<file path="src/rtl/regfile_pkg.sv">
// rtl/regfile_pkg.sv - shared constants, state type and pattern helper for the register-file BIST
package regfile_pkg;

    localparam int NUM_REGS = 32;
    localparam int ADDR_W   = 5;
    localparam int DATA_W   = 64;
    localparam logic [ADDR_W-1:0] ZERO_REG = 5'd31;

    typedef enum logic [1:0] {
        IDLE  = 2'd0,
        WRITE = 2'd1,
        READ  = 2'd2,
        DONE  = 2'd3
    } bist_state_t;

    // Product is deliberately truncated to the data width before inversion.
    function automatic logic [DATA_W-1:0] pattern_word(
        input logic [ADDR_W-1:0] idx,
        input logic [DATA_W-1:0] pattern,
        input logic              inv
    );
        logic [DATA_W-1:0] prod;
        prod = {{(DATA_W-ADDR_W){1'b0}}, idx} * pattern;
        return prod ^ {DATA_W{inv}};
    endfunction

endpackage

</file>
<file path="src/rtl/regfile_bist_cmp.sv">
// rtl/regfile_bist_cmp.sv - dual-port read comparator with saturating error count and first-fail capture
module regfile_bist_cmp
    import regfile_pkg::*;
(
    input  logic              clk,
    input  logic              reset,
    input  logic              clear,
    input  logic              en,
    input  logic [ADDR_W-1:0] idx,
    input  logic [DATA_W-1:0] expected,
    input  logic [DATA_W-1:0] ReadData1,
    input  logic [DATA_W-1:0] ReadData2,
    output logic [5:0]        error_count,
    output logic [ADDR_W-1:0] first_fail_reg
);

    logic [5:0]        error_count_q, error_count_d;
    logic [ADDR_W-1:0] first_fail_reg_q, first_fail_reg_d;
    logic              miss1, miss2;
    logic [1:0]        add;
    logic [6:0]        sum;

    always_comb begin
        miss1            = en && (ReadData1 != expected);
        miss2            = en && (ReadData2 != expected);
        add              = {1'b0, miss1} + {1'b0, miss2};
        sum              = {1'b0, error_count_q} + {5'b0, add};
        error_count_d    = error_count_q;
        first_fail_reg_d = first_fail_reg_q;
        if (clear) begin
            error_count_d    = 6'd0;
            first_fail_reg_d = '0;
        end else begin
            error_count_d = (sum > 7'd63) ? 6'd63 : sum[5:0];
            // The count never returns to zero within a run, so zero marks "no failure yet".
            if ((miss1 || miss2) && (error_count_q == 6'd0)) begin
                first_fail_reg_d = idx;
            end
        end
    end

    always_ff @(posedge clk) begin
        if (reset) begin
            error_count_q    <= 6'd0;
            first_fail_reg_q <= '0;
        end else begin
            error_count_q    <= error_count_d;
            first_fail_reg_q <= first_fail_reg_d;
        end
    end

    assign error_count    = error_count_q;
    assign first_fail_reg = first_fail_reg_q;

endmodule

</file>
<file path="src/rtl/regfile_bist.sv">
// rtl/regfile_bist.sv - write-all/read-all register-file self test sequencer
module regfile_bist
    import regfile_pkg::*;
#(
    parameter logic [63:0] PATTERN    = 64'h0000010204080001,
    parameter logic [63:0] ZERO_PROBE = 64'h00000000000000A0
) (
    input  logic        clk,
    input  logic        reset,
    input  logic        start,
    input  logic        invert,
    output logic        busy,
    output logic        done,
    output logic        pass,
    output logic [5:0]  error_count,
    output logic [4:0]  first_fail_reg,
    output logic [4:0]  WriteRegister,
    output logic [4:0]  ReadRegister1,
    output logic [4:0]  ReadRegister2,
    output logic [63:0] WriteData,
    output logic        RegWrite,
    input  logic [63:0] ReadData1,
    input  logic [63:0] ReadData2
);

    bist_state_t       state_q, state_d;
    logic [ADDR_W-1:0] idx_q, idx_d;
    logic              inv_q, inv_d;
    logic              cmp_clear, cmp_en;
    logic [DATA_W-1:0] expected;

    always_comb begin
        state_d       = state_q;
        idx_d         = idx_q;
        inv_d         = inv_q;
        cmp_clear     = 1'b0;
        cmp_en        = 1'b0;
        expected      = '0;
        WriteRegister = '0;
        ReadRegister1 = '0;
        ReadRegister2 = '0;
        WriteData     = '0;
        RegWrite      = 1'b0;
        case (state_q)
            IDLE, DONE: begin
                if (start) begin
                    state_d   = WRITE;
                    idx_d     = '0;
                    inv_d     = invert;
                    cmp_clear = 1'b1;
                end
            end
            WRITE: begin
                RegWrite      = 1'b1;
                WriteRegister = idx_q;
                WriteData     = (idx_q == ZERO_REG) ? ZERO_PROBE
                                                    : pattern_word(idx_q, PATTERN, inv_q);
                idx_d         = idx_q + 5'd1;
                if (idx_q == ZERO_REG) state_d = READ;
            end
            READ: begin
                ReadRegister1 = idx_q;
                ReadRegister2 = idx_q;
                cmp_en        = 1'b1;
                // Register 31 must read back zero regardless of the probe written to it.
                expected      = (idx_q == ZERO_REG) ? '0 : pattern_word(idx_q, PATTERN, inv_q);
                idx_d         = idx_q + 5'd1;
                if (idx_q == ZERO_REG) state_d = DONE;
            end
            default: state_d = IDLE;
        endcase
    end

    always_ff @(posedge clk) begin
        if (reset) begin
            state_q <= IDLE;
            idx_q   <= '0;
            inv_q   <= 1'b0;
        end else begin
            state_q <= state_d;
            idx_q   <= idx_d;
            inv_q   <= inv_d;
        end
    end

    regfile_bist_cmp u_cmp (
        .clk            (clk),
        .reset          (reset),
        .clear          (cmp_clear),
        .en             (cmp_en),
        .idx            (idx_q),
        .expected       (expected),
        .ReadData1      (ReadData1),
        .ReadData2      (ReadData2),
        .error_count    (error_count),
        .first_fail_reg (first_fail_reg)
    );

    assign busy = (state_q == WRITE) || (state_q == READ);
    assign done = (state_q == DONE);
    assign pass = done && (error_count == 6'd0);

endmodule

</file>
<file path="config.mk">
export PLATFORM = sky130hd
export DESIGN_NAME = regfile_bist
export DESIGN_NICKNAME = d
export VERILOG_FILES = /design/src/rtl/regfile_pkg.sv /design/src/rtl/regfile_bist_cmp.sv /design/src/rtl/regfile_bist.sv
export SDC_FILE = /design/constraint.sdc
export NUM_CORES = 1
export LEC_CHECK = 0
export ABC_AREA = 1
export CAP_MARGIN = 0
export CORE_ASPECT_RATIO = 0.6
export CORE_UTILIZATION = 38
export CTS_CLUSTER_SIZE = 16
export DETAILED_ROUTE_END_ITERATION = 16
export GPL_ROUTABILITY_DRIVEN = 0
export PLACE_DENSITY = 0.87
export SYNTH_ARGS = -nofsm -noshare
export SYNTH_HDL_FRONTEND = slang
export SYNTH_SLANG_ARGS = --single-unit
</file>
<file path="constraint.sdc">
create_clock -name clk -period 8.4 [get_ports clk]
set_input_delay 1.68 -clock clk [delete_from_list [all_inputs] [get_ports clk]]
set_output_delay 1.68 -clock clk [all_outputs]
set_load 0.05 [all_outputs]
</file>
==> results of run 1 <==
[layout make-up]
| class | count | area (µm²) |
|---|---|---|
| fill | 711 | 2860 |
| timing repair buffer | 227 | 2270 |
| multi-input combinational | 393 | 1900 |
| sequential | 19 | 380 |
| inverter | 69 | 262 |
| tap | 108 | 135 |
| clock buffer | 4 | 78.8 |
[path summary, 6_finish.rpt]
kind                                         startpoint                 endpoint  slack [ps]  cells past startpoint
worst max-delay path                           idx_q[1]            WriteData[43]        3820                      8
worst min-delay path            u_cmp.first_fail_reg[0]  u_cmp.first_fail_reg[0]         520                      4
worst max register to register               state_q[0]     u_cmp.error_count[4]        4380                     20
worst min register to register  u_cmp.first_fail_reg[0]  u_cmp.first_fail_reg[0]         520                      4
[cell usage in the layout (no fill, tap or decap), types with 7 or more instances in the layout]
| master | Yosys | final |
|---|---|---|
| nor3_1 | 11 | 10 |
| o21ai_0 | 17 | 17 |
| clkdlybuf4s50_1 | 0 | 225 |
| dfxtp_1 | 19 | 19 |
| nand3_1 | 40 | 40 |
| nand3b_1 | 7 | 7 |
| nor2_1 | 97 | 97 |
| ha_1 | 7 | 7 |
| a21oi_1 | 16 | 16 |
| nand2_1 | 144 | 144 |
| nand4_1 | 15 | 15 |
| inv_1 | 65 | 65 |
[worst reg2reg max path: cells and delay by family (launching register included)]
kind                       cells  cell delay, ps
AOI/OAI and AO/OA              2             200
and+or+nand+nor               11            1540
DFF                            1             340
adders and majority gates      3            1240
buffers and inverters          4             580
[metal layers]
| layer | vias to the layer above | GRT usage [%] |
|---|---|---|
| li1 | 1994 | - |
| met1 | 1727 | 31.0 |
| met2 | 227 | 42.8 |
| met3 | 24 | 6.68 |
| met4 | 0 | 6.89 |
| met5 | - | 0 |
[cells in the mapped netlist (all sizes together)]
cell    instances
a211oi          2
a21oi          16
nand2         152
fa              1
ha              7
inv            68
dfxtp          19
nand3          42
or2             4
nor3           11
clkinv          1
clkbuf          1
xor2            6
nand3b          7
nand4          17
xnor2           6
nor4            1
o21ai          22
o31ai           1
nor2           98
buf            72
[through the flow]
| step | hold slack [ps] | setup WS (ps) |
|---|---|---|
| after global placement | 504 | 4090 |
| after floorplan | 476 | 2110 |
| after global routing | 558 | 3620 |
| final | 517 | 3820 |
| after CTS | 520 | 3790 |
| after detailed placement | 509 | 3990 |
[power groups by stage]
stage	clock network, mW	registers [mW]	logic, mW
2_1_floorplan	0	0.172	0.595
3_3_place_gp	0	0.136	0.818
3_5_place_dp	0	0.138	0.829
4_1_cts	0.0983	0.136	0.834
5_1_grt	0.102	0.141	0.885
6_report	0.0975	0.136	0.837
[logic make-up (layout without fill, tap and decap cells)]
logic type / Yosys count / after routing / synth area share, %
fa+ha+maj: 8 / 8 / 3.47
compound gates: 41 / 41 / 6.98
xor+xnor: 12 / 12 / 3.39
buf+inv: 142 / 300 / 26.8
flops: 19 / 19 / 12.3
simple gates: 332 / 332 / 47.1
==> results.yml, run 1 <==
logic_synthesis:
  synth_top_cell_area_share_pct: 17.4
  synthesis.nets: 694
  synth-seq-cells: 19
  postSynthAreaPerCell_um2: 5.60
  synth_area_leaders: "nand2_1, buf_4, dfxtp_1"
  synthDominantAreaCellType: "nand2_1"
  yosysSeqAreaShare_pct: 12.3
  syn_area_um2: 3100
  synthCells: 554
  synth.distinct_cells: 34
  synth-warning-count: 0
critical_path:
  crit_family: "buffers and inverters"
  critical-path-max-stage-delay_ps: 890
  critical_path_rt_ps: 6720
  cp_num_buf_inv: 1
  critical_path.startpoint_type: "register"
  critPathCaptureType: "primary output"
  critPathKind: "register to primary output"
  worstPathMaxFanout: 10
  crit_chain: "ha_1 > nand2_1 > nor2_1 > ha_1 > nor2_2 > nand2_1 > a21oi_1 > clkdlybuf4s50_1"
  cp_data_arrival_time_ps: 2900
  critical-path-slowest-cell: "clkdlybuf4s50_1"
sta:
  period_share_pct: 54.5
  totalNegativeSetupSlack_ps: 0
  final_number_of_hold_violating_endpoints: 0
  final.min_clock_period_ps: 4580
  worstMarginPinSlew_ps: 655
  timing.slew.headroom_pct: 56.0
  achievable-frequency_ghz: 0.219
  finClkSkew_ps: 2.53
  rsz_0062_raised_after_global_routing: "false"
  maxSlewViolCount: 0
  finalSetupViolations: 0
detailed_routing:
  dr.max_layer_used: "met4"
  wire_per_inst_um: 13.6
  initialDrtViolationCount: 279
  drt-total-wl_um: 11200
  detailedRoute.firstPassIterationCount: 7
  met3WireLength_um: 1080
  route.vias.total: 3972
  route.met2.wl_um: 4930
  antenna_left: 0
  remaining_design_rule_violation_count: 0
  route.detailed.vias_per_inst: 4.84
  met1_routed_length_um: 4850
grt:
  first_global_vias: 3534
  grt_start_max_net_pins: 38
  groute.usage.overall_pct: 24.9
  grt_antenna_before_repair: 0
  grt_first_pass_wirelength_um: 17000
  grt_overflow: 0
power_and_ir_drop:
  power_switching_share_pct: 57.9
  p_leak_nw: 2.19
  power.density_cell_area_nw_per_um2: 213
  power_dissipated_by_switching_net_loads_mw: 0.620
  power.clock.fraction_pct: 9.1
  p_int_mw: 0.450
  vdd_ir_drop_max_mv: 0.110
  seq_power_share_pct: 12.7
  power.total_mw: 1.07
  share_comb_of_total_power_pct: 78.2
place:
  placed_cells_incl_taps: 816
  placed_cell_area_um2: 4940
  port-buffer-count: 225
  detailed_place_hpwl_um: 9400
layout:
  largest_register_ffs: 6
  area_growth_syn_to_layout_pct: 61.8
  insertedDiodeCount: 0
  finalInstanceArea_um2: 5020
  num-nets-final: 853
  utilization_after_layout_pct: 63.7
  stdcell_count: 820
  drive_gt1_share_pct: 3.65
clock_tree:
  clk_path_buf_depth: 2
  cts_post_setup_buffers_inserted: 0
  cts_tree: "yes"
  cts_num_sinks: 19
  cts_h_tree_lvls: 1
  cts_buffers: 3
  cts_root_buf: "clkbuf_16"
  ctsResizeCount: 0
  clock_insertion_delay_at_the_later_pin_of_the_skew_report_ps: 250
  cts.clk_slew.worst_paths_ps: 50
  holdBufCountCts: 0
flow_run:
  max_capacitance_violation_count: 0
die:
  effective_utilization_at_floorplan_pct: 39.3
  die_width_um: 119
  rows: 25
  floorplan.die_area_um2: 8540
  die-height_um: 72.0
  floorplan.io_pins: 226
  design.core.area_um2: 7880
hold_path:
  min_path_type: "register to register"
run_status:
  status: "finished, final reports clean"
Power figures use the tool's default switching activity.
==> inputs of run 2 (changes only) <==
--- a/config.mk
+++ b/config.mk
@@ -8,11 +8,11 @@
 export ABC_AREA = 1
 export CAP_MARGIN = 0
 export CORE_ASPECT_RATIO = 0.6
-export CORE_UTILIZATION = 38
+export CORE_UTILIZATION = 32
 export CTS_CLUSTER_SIZE = 16
 export DETAILED_ROUTE_END_ITERATION = 16
 export GPL_ROUTABILITY_DRIVEN = 0
-export PLACE_DENSITY = 0.87
+export PLACE_DENSITY = 0.78
 export SYNTH_ARGS = -nofsm -noshare
 export SYNTH_HDL_FRONTEND = slang
 export SYNTH_SLANG_ARGS = --single-unit
==> constraint.sdc (replaced) <==
create_clock -name clk -period 4 [get_ports clk]
set_input_delay 0.8 -clock clk [delete_from_list [all_inputs] [get_ports clk]]
set_output_delay 0.8 -clock clk [all_outputs]
set_load 0.05 [all_outputs]
==> results.yml, run 2 (synthesis results as in run 1) <==
run_status:
  status: "finished, final reports clean"
clock_tree:
  cts_buffers: 3
  cts.clk_slew.worst_paths_ps: 50
  clock_insertion_delay_at_the_later_pin_of_the_skew_report_ps: 250
  cts_h_tree_lvls: 1
  holdBufCountCts: 0
  cts_num_sinks: 19
  cts_root_buf: "clkbuf_16"
  clk_path_buf_depth: 2
  cts_tree: "yes"
critical_path:
  setup.reg_to_reg.worst_slack_ps: 360
  cp_data_arrival_time_ps: 3770
  worstRegToRegCells: 22
  worstPathMaxFanout: 11
  crit_chain: "ha_1 > nand2_1 > nor2_1 > ha_2 > inv_4 > nand4_1 > nand2_1 > o21ai_0 > inv_1 > nand2_1 > nor2_1 > nand2_1 > nor2_1 > nand2_1 > nand2_2 > inv_1 > fa_1 > ha_1 > nand2_1 > nor2_1 > nand2_1 > a21oi_1"
  r2r_start: "idx_q[0]"
  critPathKind: "register to register"
  critical_path.endpoint: "u_cmp.error_count[3]"
  crit_family: "simple AND/OR/NAND/NOR gates"
  critical_path_rt_ps: 4130
  critical-path-max-stage-delay_ps: 440
  path_common_cell: "nand2_1"
  cell_depth_of_the_worst_setup_path: 22
  cp_num_buf_inv: 3
  ff_to_ff_end: "u_cmp.error_count[3]"
  critPathCaptureType: "register"
  critical_path.startpoint_type: "register"
  critical-path-slowest-cell: "nand4_1"
  cp-startpoint: "idx_q[0]"
grt:
  grt_start_max_net_pins: 38
  grt_antenna_before_repair: 0
  grt_overflow: 0
  first_global_vias: 3553
  grt_first_pass_wirelength_um: 17200
  groute.usage.overall_pct: 21.5
layout:
  most-common-layout-cells: "clkdlybuf4s50_1, nand2_1, nor2_1"
  multiInputGateArea_um2: 1910
  layout.area.seq_um2: 380
  insertedDiodeCount: 0
  layout_commonest_cell: "clkdlybuf4s50_1"
  area_growth_syn_to_layout_pct: 60.1
  drive_gt1_share_pct: 9.13
  num-nets-final: 853
  number_of_inserted_filler_cells_in_the_final_layout: 910
  largest_register_ffs: 6
power_and_ir_drop:
  p_leak_nw: 2.26
  power_switching_share_pct: 58.4
  power_dissipated_by_switching_net_loads_mw: 1.30
  power.total_mw: 2.22
  vdd_ir_drop_max_mv: 0.282
  seq_power_share_pct: 12.9
  share_comb_of_total_power_pct: 78.0
  p_int_mw: 0.924
  power.density_cell_area_nw_per_um2: 448
  power.clock.fraction_pct: 9.2
die:
  die-height_um: 78.3
  die_width_um: 129
  rows: 27
  design.core.area_um2: 9290
  effective_utilization_at_floorplan_pct: 33.4
  floorplan.die_area_um2: 10100
  floorplan.io_pins: 226
detailed_routing:
  initialDrtViolationCount: 200
  drt-total-wl_um: 11200
  remaining_design_rule_violation_count: 0
  route.vias.total: 3909
  route.detailed.vias_per_inst: 4.64
  detailedRoute.firstPassIterationCount: 5
  antenna_left: 0
  wire_per_inst_um: 13.2
sta:
  worstMarginPinSlew_ps: 627
  totalNegativeSetupSlack_ps: 0
  finClkSkew_ps: 2.16
  rsz_0062_raised_after_global_routing: "false"
  final_number_of_hold_violating_endpoints: 0
  maxSlewViolCount: 0
  final.min_clock_period_ps: 3640
  hold_ws_ps: 522
  period_share_pct: 91.1
  finalSetupViolations: 0
  timing.slew.headroom_pct: 57.9
  achievable-frequency_ghz: 0.274
hold_path:
  min_path_type: "register to register"
place:
  detailed_place_hpwl_um: 9540
  port-buffer-count: 225
flow_run:
  max_capacitance_violation_count: 0
[run 2: changes by cell type in the layout (fill, tap and decap cells not counted), sizes merged]
cell           before  now
clkdlybuf4s50     225  188
buf                 2   39
[run 2: stage by stage]
step | util [%] | instances | instance area, µm² | worst slack [ps]
global route | 53.4 | 842 | 4960 | 54.1
detailed placement | 52.5 | 838 | 4880 | 243
finish | 53.4 | 842 | 4960 | 357
floorplan | - | 554 | 3110 | 246
CTS | 53.4 | 842 | 4960 | 212
global placement | 52.5 | 838 | 4880 | 496
[run 2: what timing repair did]
item	in CTS	in global routing
setup endpoints to repair	0	6
buffers inserted	0	0
gates resized for setup	0	2
[run 2: power by group through the flow]
stage | Clock (mW) | Combinational [mW] | Sequential, mW
after floorplan | 0 | 1.25 | 0.360
after global placement | 0 | 1.71 | 0.286
after detailed placement | 0 | 1.73 | 0.291
after CTS | 0.206 | 1.73 | 0.287
after global routing | 0.212 | 1.85 | 0.296
final | 0.203 | 1.73 | 0.286
[run 2: worst min path at each step]
| stage | from | to | slack, ps | cells past startpoint |
|---|---|---|---|---|
| 2_1_floorplan | state_q[1] | state_q[1] | 480 | 2 |
| 3_3_place_gp | state_q[1] | state_q[1] | 500 | 2 |
| 3_5_place_dp | u_cmp.first_fail_reg[1] | u_cmp.first_fail_reg[1] | 510 | 4 |
| 4_1_cts | u_cmp.first_fail_reg[1] | u_cmp.first_fail_reg[1] | 520 | 4 |
| 5_1_grt | u_cmp.first_fail_reg[1] | u_cmp.first_fail_reg[1] | 550 | 4 |
| 6_report | u_cmp.first_fail_reg[1] | u_cmp.first_fail_reg[1] | 520 | 4 |
[run 2: layer usage]
layer / GRT usage [%] / share of wire, % / up-vias
met3: 4.64 / 8.7 / 14
li1: - / - / 1995
met5: 0 / 0 / -
met1: 29.7 / 48 / 1704
met2: 34.5 / 42 / 196
met4: 3.65 / 1.2 / 0
[run 2: final cells by class]
cell class              instances  area share, %
clock buffers                   4           1.59
well taps                     130           3.28
multi-input cells             393           38.4
flip-flops and latches         19           7.66
repair buffers                227           43.8
inverters                      69           5.27
[run 2: worst min-delay path, cell delays in order (launching register included)]
cell and delay, ps:
dfxtp_1 310, inv_1 50, nand2_1 40, nand2_1 50, nor2_1 30
